[config.mk]
export PLATFORM = sky130hd
export DESIGN_NAME = control_sequencer_flat
export DESIGN_NICKNAME = d
export VERILOG_FILES = /design/src/rtl/control_sequencer_if.sv /design/src/rtl/control_sequencer.sv /design/src/flat_wrapper.sv
export SDC_FILE = /design/constraint.sdc
export NUM_CORES = 1
export LEC_CHECK = 0
export CAP_MARGIN = 10
export CORE_MARGIN = 3
export CORE_UTILIZATION = 30
export DETAILED_ROUTE_END_ITERATION = 10
export PLACE_DENSITY = 0.73
export SETUP_SLACK_MARGIN = 0.02
export SLEW_MARGIN = 20
export SYNTH_ARGS = -nofsm -noshare
export SYNTH_HDL_FRONTEND = slang
export SYNTH_SLANG_ARGS = --single-unit
[constraint.sdc]
create_clock -name clock -period 6.8 [get_ports clock]
set_clock_uncertainty 0.2 [all_clocks]
set_input_delay 1.36 -clock clock [delete_from_list [all_inputs] [get_ports clock]]
set_output_delay 1.36 -clock clock [all_outputs]
set_load 0.005 [all_outputs]
[src/rtl/control_sequencer_if.sv]
// Control bundle between the hardwired sequencer and the CPU datapath:
// IR/handshake inputs toward the sequencer, strobes and ALU op back out.
interface control_sequencer_if #(
    parameter int OPW   = 5,
    parameter int STEPW = 4
);
    logic [31:0]      ir;
    logic             mem_ready;
    logic             stop;
    logic             run;
    logic [STEPW-1:0] step;
    logic [OPW-1:0]   alu_op;
    logic PCout, Zlowout, Zhighout, MDRout, HIout, LOout, Cout, BAout;
    logic PCin, MARin, MDRin, IRin, Yin, Zin, HIin, LOin, Rin;
    logic IncPC, Read, Write, Gra, Grb, Grc, Rout;

    modport master (
        input  ir, mem_ready, stop,
        output run, step, alu_op,
        output PCout, Zlowout, Zhighout, MDRout, HIout, LOout, Cout, BAout,
        output PCin, MARin, MDRin, IRin, Yin, Zin, HIin, LOin, Rin,
        output IncPC, Read, Write, Gra, Grb, Grc, Rout
    );

    modport slave (
        output ir, mem_ready, stop,
        input  run, step, alu_op,
        input  PCout, Zlowout, Zhighout, MDRout, HIout, LOout, Cout, BAout,
        input  PCin, MARin, MDRin, IRin, Yin, Zin, HIin, LOin, Rin,
        input  IncPC, Read, Write, Gra, Grb, Grc, Rout
    );
endinterface

[src/rtl/control_sequencer.sv]
// Hardwired control unit: steps fetch T0-T2 and execute T3-T7, stalls on
// mem_ready, and handles pause/halt. Strobes are a Moore decode of step + IR.
module control_sequencer #(
    parameter int OPW   = 5,
    parameter int STEPW = 4
) (
    input  logic                clock,
    input  logic                clear,
    control_sequencer_if.master bus
);
    typedef enum logic [3:0] {
        T0 = 4'd0, T1 = 4'd1, T2 = 4'd2, T3 = 4'd3,
        T4 = 4'd4, T5 = 4'd5, T6 = 4'd6, T7 = 4'd7,
        RESET = 4'd8, PAUSE = 4'd9, HALT = 4'd10
    } state_t;

    localparam logic [OPW-1:0] OP_ADD = OPW'(3);

    state_t         stateReg, stateNext, lastStep;
    logic [OPW-1:0] opcode;
    logic isLd, isLdi, isSt, isAlu, isImm, isMulDiv, isNeg, isMfhi, isMflo, isHalt;
    logic memWait;

    assign opcode = bus.ir[31 -: OPW];

    always_comb begin
        isLd     = (opcode == OPW'(0));
        isLdi    = (opcode == OPW'(1));
        isSt     = (opcode == OPW'(2));
        isAlu    = (opcode >= OPW'(3))  && (opcode <= OPW'(10));
        isImm    = (opcode >= OPW'(11)) && (opcode <= OPW'(13));
        isMulDiv = (opcode == OPW'(14)) || (opcode == OPW'(15));
        isNeg    = (opcode == OPW'(16)) || (opcode == OPW'(17));
        isMfhi   = (opcode == OPW'(23));
        isMflo   = (opcode == OPW'(24));
        isHalt   = (opcode == OPW'(27));
        // nop and undefined opcodes fall through to a single empty T3
        lastStep = T3;
        if (isLd || isSt)                lastStep = T7;
        else if (isLdi || isAlu || isImm) lastStep = T5;
        else if (isMulDiv)               lastStep = T6;
        else if (isNeg)                  lastStep = T4;
        memWait = (stateReg == T1) || (stateReg == T6 && isLd) || (stateReg == T7 && isSt);
    end

    always_ff @(posedge clock) begin
        if (clear) stateReg <= RESET;
        else       stateReg <= stateNext;
    end

    always_comb begin
        stateNext = RESET;
        case (stateReg)
            RESET: stateNext = T0;
            PAUSE: stateNext = bus.stop ? PAUSE : T0;
            HALT:  stateNext = HALT;
            T0:    stateNext = T1;
            T1:    stateNext = bus.mem_ready ? T2 : T1;
            T2:    stateNext = T3;
            T3, T4, T5, T6, T7: begin
                if (memWait && !bus.mem_ready) stateNext = stateReg;
                else if (stateReg >= lastStep) stateNext = isHalt ? HALT : (bus.stop ? PAUSE : T0);
                else                           stateNext = state_t'(stateReg + 4'd1);
            end
            default: stateNext = RESET;
        endcase
    end

    always_comb begin
        bus.run    = (stateReg <= T7);
        bus.step   = STEPW'(stateReg);
        bus.alu_op = '0;
        {bus.PCout, bus.Zlowout, bus.Zhighout, bus.MDRout, bus.HIout, bus.LOout, bus.Cout, bus.BAout} = '0;
        {bus.PCin, bus.MARin, bus.MDRin, bus.IRin, bus.Yin, bus.Zin, bus.HIin, bus.LOin, bus.Rin} = '0;
        {bus.IncPC, bus.Read, bus.Write, bus.Gra, bus.Grb, bus.Grc, bus.Rout} = '0;
        case (stateReg)
            T0: {bus.PCout, bus.MARin, bus.IncPC, bus.Zin} = '1;
            // PCin stays up through a memory stall; Z is unchanged so reloading PC is harmless
            T1: {bus.Zlowout, bus.PCin, bus.Read, bus.MDRin} = '1;
            T2: {bus.MDRout, bus.IRin} = '1;
            T3: begin
                if (isLd || isLdi || isSt)  {bus.Grb, bus.BAout, bus.Yin} = '1;
                else if (isAlu || isImm)    {bus.Grb, bus.Rout, bus.Yin} = '1;
                else if (isMulDiv)          {bus.Gra, bus.Rout, bus.Yin} = '1;
                else if (isNeg) begin
                    {bus.Grb, bus.Rout, bus.Zin} = '1;
                    bus.alu_op = opcode;
                end
                else if (isMfhi)            {bus.HIout, bus.Gra, bus.Rin} = '1;
                else if (isMflo)            {bus.LOout, bus.Gra, bus.Rin} = '1;
            end
            T4: begin
                if (isLd || isLdi || isSt) begin
                    {bus.Cout, bus.Zin} = '1;
                    bus.alu_op = OP_ADD;
                end
                else if (isAlu) begin
                    {bus.Grc, bus.Rout, bus.Zin} = '1;
                    bus.alu_op = opcode;
                end
                else if (isImm) begin
                    {bus.Cout, bus.Zin} = '1;
                    bus.alu_op = opcode;
                end
                else if (isMulDiv) begin
                    {bus.Grb, bus.Rout, bus.Zin} = '1;
                    bus.alu_op = opcode;
                end
                else if (isNeg)             {bus.Zlowout, bus.Gra, bus.Rin} = '1;
            end
            T5: begin
                if (isLd || isSt)                   {bus.Zlowout, bus.MARin} = '1;
                else if (isLdi || isAlu || isImm)   {bus.Zlowout, bus.Gra, bus.Rin} = '1;
                else if (isMulDiv)                  {bus.Zlowout, bus.LOin} = '1;
            end
            T6: begin
                if (isLd)           {bus.Read, bus.MDRin} = '1;
                else if (isSt)      {bus.Gra, bus.Rout, bus.MDRin} = '1;
                else if (isMulDiv)  {bus.Zhighout, bus.HIin} = '1;
            end
            T7: begin
                if (isLd)           {bus.MDRout, bus.Gra, bus.Rin} = '1;
                else if (isSt)      bus.Write = 1'b1;
            end
            default: ;
        endcase
    end
endmodule

[src/flat_wrapper.sv]
// flat-port wrapper written by rule: the top's interface ports become plain ports
module control_sequencer_flat 
#(
    parameter int OPW   = 5,
    parameter int STEPW = 4
)
  (clock, clear, bus_ir, bus_mem_ready, bus_stop, bus_run, bus_step, bus_alu_op, bus_PCout, bus_Zlowout, bus_Zhighout, bus_MDRout, bus_HIout, bus_LOout, bus_Cout, bus_BAout, bus_PCin, bus_MARin, bus_MDRin, bus_IRin, bus_Yin, bus_Zin, bus_HIin, bus_LOin, bus_Rin, bus_IncPC, bus_Read, bus_Write, bus_Gra, bus_Grb, bus_Grc, bus_Rout);
  control_sequencer_if #(.OPW(OPW), .STEPW(STEPW)) bus_i ();
  input  logic clock;
  input  logic clear;
  input wire logic [$bits(bus_i.ir)-1:0] bus_ir;
  input wire logic [$bits(bus_i.mem_ready)-1:0] bus_mem_ready;
  input wire logic [$bits(bus_i.stop)-1:0] bus_stop;
  output wire logic [$bits(bus_i.run)-1:0] bus_run;
  output wire logic [$bits(bus_i.step)-1:0] bus_step;
  output wire logic [$bits(bus_i.alu_op)-1:0] bus_alu_op;
  output wire logic [$bits(bus_i.PCout)-1:0] bus_PCout;
  output wire logic [$bits(bus_i.Zlowout)-1:0] bus_Zlowout;
  output wire logic [$bits(bus_i.Zhighout)-1:0] bus_Zhighout;
  output wire logic [$bits(bus_i.MDRout)-1:0] bus_MDRout;
  output wire logic [$bits(bus_i.HIout)-1:0] bus_HIout;
  output wire logic [$bits(bus_i.LOout)-1:0] bus_LOout;
  output wire logic [$bits(bus_i.Cout)-1:0] bus_Cout;
  output wire logic [$bits(bus_i.BAout)-1:0] bus_BAout;
  output wire logic [$bits(bus_i.PCin)-1:0] bus_PCin;
  output wire logic [$bits(bus_i.MARin)-1:0] bus_MARin;
  output wire logic [$bits(bus_i.MDRin)-1:0] bus_MDRin;
  output wire logic [$bits(bus_i.IRin)-1:0] bus_IRin;
  output wire logic [$bits(bus_i.Yin)-1:0] bus_Yin;
  output wire logic [$bits(bus_i.Zin)-1:0] bus_Zin;
  output wire logic [$bits(bus_i.HIin)-1:0] bus_HIin;
  output wire logic [$bits(bus_i.LOin)-1:0] bus_LOin;
  output wire logic [$bits(bus_i.Rin)-1:0] bus_Rin;
  output wire logic [$bits(bus_i.IncPC)-1:0] bus_IncPC;
  output wire logic [$bits(bus_i.Read)-1:0] bus_Read;
  output wire logic [$bits(bus_i.Write)-1:0] bus_Write;
  output wire logic [$bits(bus_i.Gra)-1:0] bus_Gra;
  output wire logic [$bits(bus_i.Grb)-1:0] bus_Grb;
  output wire logic [$bits(bus_i.Grc)-1:0] bus_Grc;
  output wire logic [$bits(bus_i.Rout)-1:0] bus_Rout;
  assign bus_i.ir = bus_ir;
  assign bus_i.mem_ready = bus_mem_ready;
  assign bus_i.stop = bus_stop;
  assign bus_run = bus_i.run;
  assign bus_step = bus_i.step;
  assign bus_alu_op = bus_i.alu_op;
  assign bus_PCout = bus_i.PCout;
  assign bus_Zlowout = bus_i.Zlowout;
  assign bus_Zhighout = bus_i.Zhighout;
  assign bus_MDRout = bus_i.MDRout;
  assign bus_HIout = bus_i.HIout;
  assign bus_LOout = bus_i.LOout;
  assign bus_Cout = bus_i.Cout;
  assign bus_BAout = bus_i.BAout;
  assign bus_PCin = bus_i.PCin;
  assign bus_MARin = bus_i.MARin;
  assign bus_MDRin = bus_i.MDRin;
  assign bus_IRin = bus_i.IRin;
  assign bus_Yin = bus_i.Yin;
  assign bus_Zin = bus_i.Zin;
  assign bus_HIin = bus_i.HIin;
  assign bus_LOin = bus_i.LOin;
  assign bus_Rin = bus_i.Rin;
  assign bus_IncPC = bus_i.IncPC;
  assign bus_Read = bus_i.Read;
  assign bus_Write = bus_i.Write;
  assign bus_Gra = bus_i.Gra;
  assign bus_Grb = bus_i.Grb;
  assign bus_Grc = bus_i.Grc;
  assign bus_Rout = bus_i.Rout;
  control_sequencer #(.OPW(OPW), .STEPW(STEPW)) u_core (.clock(clock), .clear(clear), .bus(bus_i));
endmodule
### Yosys cells after proc, flatten, opt, wreduce, memory -nomap -nowiden

Cells that the tools add are included.

| cells by class | value |
|---|---|
| mux-type cells | 102 |
| equality and inequality tests | 20 |
| reduce and logical (&&, ||, !) cells | 19 |
| magnitude comparators | 6 |
| add/subtract/negate cells | 1 |

Operators by type and width:

| cell | number |
|---|---|
| $mux 1 | 73 |
| $mux 5 | 8 |
| $mux 4 | 7 |
| $pmux 4 s7 | 1 |
| $eq 5x5->1 const B | 5 |
| $eq 4x3->1 const B | 4 |
| $eq 4x4->1 const B | 3 |
| $eq 5x4->1 const B | 2 |
| $le 5x4->1 const B | 2 |
| $logic_or 1x1->1 | 10 |
| $pmux 1 s2 | 5 |
| $pmux 5 s2 | 1 |
| $pmux 1 s3 | 3 |
| $eq 4x2->1 const B | 2 |
| $eq 5x1->1 const B | 1 |
| $eq 5x2->1 const B | 1 |
| $ge 5x2->1 const B | 1 |
| $ge 5x4->1 const B | 1 |
| $logic_and 1x1->1 | 5 |
| $logic_not 5->1 | 1 |
| $pmux 1 s5 | 1 |
| $reduce_or 5->1 | 1 |
| $add 4x1->4 const B | 1 |
| $eq 4x1->1 const B | 1 |
| other kinds (8) | 8 |

| storage, ports and cells | value |
|---|---|
| flip-flop bits (word level) | 4 |
| bits of input ports | 36 |
| output and inout port bits | 34 |

### Longest topological paths before layout

| logic depth | value |
|---|---|
| word-level depth | 10 |
| gate-level depth with buffers | 10 |
| mapped depth without buffers | 9 |

### Worst setup path after synthesis

OpenSTA, ideal clock, no wires.

| timing | value |
|---|---|
| kind | in2out |
| start point | input port bus_ir[29] |
| end point | output port bus_Gra |
| setup slack | 2.829 ns |
| required time | 5.240 ns |
| buffers on the path | 0 |
| data arrival time | 2.411 ns |
| stages on the path | 5 |
| cells stage by stage | or2_2 o2111a_1 a21oi_1 o22ai_1 or2_2 |

| on the way | value |
|---|---|
| word-level cells in the longest chain between the ends | 8 |
| elaborated cells on any way between the ends | 40 |

Ends and longest elaborated chain:

| what | RTL line | RTL |
|---|---|---|
| start, declared | flat_wrapper.sv:11 | `input wire logic [$bits(bus_i.ir)-1:0] bus_ir;` |
| $eq 5x5->1, on equally long branches | control_sequencer.sv:35, control_sequencer.sv:33 |  |
| $mux 1 or $logic_or 1x1->1 (tied branches) | control_sequencer.sv:90, control_sequencer.sv:33 |  |
| $mux 1, on equally long branches | control_sequencer.sv:89, control_sequencer.sv:109 |  |
| $mux 1, on equally long branches | control_sequencer.sv:85, control_sequencer.sv:105 |  |
| $mux 1, on equally long branches | control_sequencer.sv:84, control_sequencer.sv:101 |  |
| $mux 1, on equally long branches | control_sequencer.sv:83, control_sequencer.sv:97 |  |
| $mux 1, on equally long branches | control_sequencer.sv:82, control_sequencer.sv:93 |  |
| $pmux 1 s5 (*) | control_sequencer.sv:76 | `case (stateReg)` |
| end, declared | flat_wrapper.sv:37 | `output wire logic [$bits(bus_i.Gra)-1:0] bus_Gra;` |

Every way passes the cells marked *; elsewhere a longest branch is shown, timed or not.

### Final worst setup path

| timing | value |
|---|---|
| start point | input port bus_ir[29] |
| end point | output port bus_Rin |

| on the way | value |
|---|---|
| word-level cells in the longest chain between the ends | 8 |
| elaborated cells on any way between the ends | 38 |

Ends and longest elaborated chain:

| what | RTL line | RTL |
|---|---|---|
| $eq 5x5->1, on equally long branches | control_sequencer.sv:35, control_sequencer.sv:33 |  |
| $mux 1 or $logic_or 1x1->1 (tied branches) | control_sequencer.sv:90, control_sequencer.sv:33 |  |
| $mux 1, on equally long branches | control_sequencer.sv:89, control_sequencer.sv:109 |  |
| $mux 1, on equally long branches | control_sequencer.sv:85, control_sequencer.sv:105 |  |
| $mux 1, on equally long branches | control_sequencer.sv:84, control_sequencer.sv:101 |  |
| $mux 1, on equally long branches | control_sequencer.sv:83, control_sequencer.sv:97 |  |
| $mux 1, on equally long branches | control_sequencer.sv:82, control_sequencer.sv:93 |  |
| $pmux 1 s4 (*) | control_sequencer.sv:76 |  |
| end, declared | flat_wrapper.sv:33 | `output wire logic [$bits(bus_i.Rin)-1:0] bus_Rin;` |

Marked as above.

==> results.sh <==
export IMPL_outcome="completed"
export IMPL_synthMuxAreaShare_pct=2.08
export IMPL_power_w=0.000135
export IMPL_grt_max_degree=17
export IMPL_required_ns=5.24
export IMPL_drtIter0Drc=80
export IMPL_period_share_pct=78.5
export IMPL_ys_flop_type="dfxtp_1"
export IMPL_wl_per_cell_um=12.0
export IMPL_cts_tree="yes"
export IMPL_synthXorXnorAreaFrac_pct=0
export IMPL_arrival_ns=3.78
export IMPL_die_w_um=64.4
export IMPL_synth_warnings=0
export IMPL_critPathCaptureType="output port"
export IMPL_peakVddDrop_v=0.0000953
export IMPL_fin_area_um2=1440
export IMPL_p_leak_nw=0.534
export IMPL_clkTransAtPathRegs_ns=0.03
export IMPL_dp_hpwl_um=2140
export IMPL_grt_ovfl_total=0
export IMPL_synth_fa_ha_area_share_pct=8.55
export IMPL_cts_buffer_depth=2
export IMPL_maxSlewViolCount=0
export IMPL_num_vias=1148
export IMPL_syn_inst=149
export IMPL_globalplace_congestion=0.844
export IMPL_yosys_register_bits=4
export IMPL_grt_pass1_wl_um=4730
export IMPL_clkLatencyLatePin_ns=0.23
export IMPL_ioPinCount=70
export IMPL_async_flop_share_pct=0
export IMPL_syn_num_nets=192
export IMPL_synth_distinct_cells=49
export IMPL_core_area_um2=3150
export IMPL_numCtsBuffers=3
export IMPL_p_per_area_nw_per_um2=93.5
export IMPL_start_util_pct=32.5
export IMPL_synth_edff_count=0
export IMPL_cts_sinks=4
export IMPL_syn_to_final_growth_pct=40.7
export IMPL_wirelength_um=2710
export IMPL_largest_reg_flops=4
export IMPL_hp_class="reg -> reg"
export IMPL_synth_simple_area_share_pct=43.2
export IMPL_synth_area_um2=1020
export IMPL_drive_gt1_share_pct=9.94
export IMPL_drv_cap=0
export IMPL_setup_viol=0
export IMPL_placed_cells=222
export IMPL_drt_pass1_iterations=4
export IMPL_cts_setup_buffers=0
export IMPL_cp_max_fo=13
export IMPL_synth_top_family_by_area="simple AND/OR/NAND/NOR gates"
export IMPL_post_layout_nonfiller_instances=225
export IMPL_antenna_cells=0
export IMPL_crit_type="in -> out"
export IMPL_worst_slew_pin_slew_ns=0.620
export IMPL_rows=20
export IMPL_die_area_um2=4150
export IMPL_die_h_um=64.4
export IMPL_hold_slack_ns=0.358
export IMPL_ys_seq_area_share_pct=7.81
export IMPL_io_buffers=42
export IMPL_cts_htree_levels=1
export IMPL_rsz0062_at_grt="false"
export IMPL_antenna_found_initial=0
export IMPL_startpoint_type="input pin"
export IMPL_fillers=341
export IMPL_postCtsHoldBufs=0
export IMPL_post_route_min_period_ns=5.34
export IMPL_synth_compound_area_share_pct=27.8
export IMPL_ant_nets=0
export IMPL_syn_avg_cell_area_um2=6.88
export IMPL_route_detailed_drc=0
export IMPL_vias_per_cell=5.10
export IMPL_place_area_um2=1420
export IMPL_slew_headroom_pct=58.5
export IMPL_hold_viol=0
export IMPL_cts_resized=0
export IMPL_final_nets=226
export IMPL_cts_root_buffer="clkbuf_4"
export IMPL_fmax_ghz=0.187
export IMPL_grt_use_total_pct=13.6
export IMPL_fin_tns_setup_ns=0
export IMPL_grt_pass1_vias=1085
## Yosys cell counts (2+ instances only)
cell type	n	area share, %
nor2_1	16	5.9
nand2_1	15	5.5
a21oi_1	11	5.4
and2_1	8	4.9
ha_1	7	8.5
nor3_1	6	2.9
o21ai_0	6	2.9
inv_1	5	1.8
buf_2	4	2.0
dfxtp_1	4	7.8
nand3_1	4	2.0
o21bai_1	4	2.9
and3_1	3	1.8
buf_4	3	2.2
clkbuf_1	3	1.1
nand2b_1	3	1.8
nor2b_1	3	1.8
or3_1	3	1.8
a211oi_1	2	1.5
a31oi_1	2	1.2
a32oi_1	2	1.7
buf_6	2	2.2
inv_2	2	0.73
nand3b_1	2	1.5
nor4_1	2	1.2
nor4_4	2	4.2
o21a_1	2	1.5
or2_2	2	1.2
## metal layers
metal	track usage, %	vias to the layer above	routed length (um)
li1	-	601	-
met1	17.6	507	1310
met2	22.4	40	1180
met3	3.99	0	224
met4	2.37	0	0
met5	0	-	0
## placed cells by master (no fill, tap or decap), types with 3 or more instances in the layout
cell type,netlist,layout
dfxtp_1,4,4
a21oi_1,11,11
nor2b_1,3,3
nor3_1,6,6
nor2_1,16,16
nand3_1,4,4
ha_1,7,7
and2_1,8,8
or3_1,3,3
inv_1,5,5
clkdlybuf4s50_1,0,42
o21ai_0,6,6
o21bai_1,4,4
clkbuf_4,0,3
and3_1,3,3
nand2b_1,3,3
nand2_1,15,15
## area by class of cell
type                       instances  area, um2  area share, %
clock buffer                       3       22.5           1.56
inverter                           7       26.3           1.82
tap                               44       55.1           3.82
sequential                         4       80.1           5.56
timing repair buffer              42        420           29.2
multi-input combinational        125        837           58.1
## critical path, cell delays in order
cell and delay [ns]:
clkdlybuf4s50_1 0.66, nor4_4 0.41, nor2b_1 0.34, nand2_1 0.13
o22ai_1 0.21, o21bai_1 0.14, clkdlybuf4s50_1 0.52
## power breakdown
part,internal (W),switching [W]
combinational,0.0000387,0.0000383
sequential,0.0000256,0.00000419
clock,0.0000197,0.00000843
## worst paths after layout
| kind | end | cells after the start | slack (ns) | startpoint |
|---|---|---|---|---|
| worst max-delay path | bus_Rin | 7 | 1.46 | bus_ir[29] |
| worst min-delay path | u_core.bus.step[0] | 2 | 0.36 | u_core.bus.step[0] |
| worst max register to register | u_core.bus.step[1] | 6 | 4.42 | u_core.bus.step[2] |
| worst min register to register | u_core.bus.step[0] | 2 | 0.36 | u_core.bus.step[0] |
## cell families (layout without fill, tap and decap cells)
family,Yosys count,count (layout)
buffers and inverters,20,52
adder cells (fa/ha/maj),7,7
AND/OR/NAND/NOR,76,76
multiplexers,2,2
flip-flops,4,4
AO/OA/AOI/OAI,40,40
## stage by stage
step / setup slack, ns / util [%]
floorplan: 2.83 / -
global placement: 1.45 / 45.0
detailed placement: 1.47 / 45.0
CTS: 1.46 / 45.7
global route: 1.27 / 45.7
finish: 1.46 / 45.7
Power figures use the tool's default switching activity.
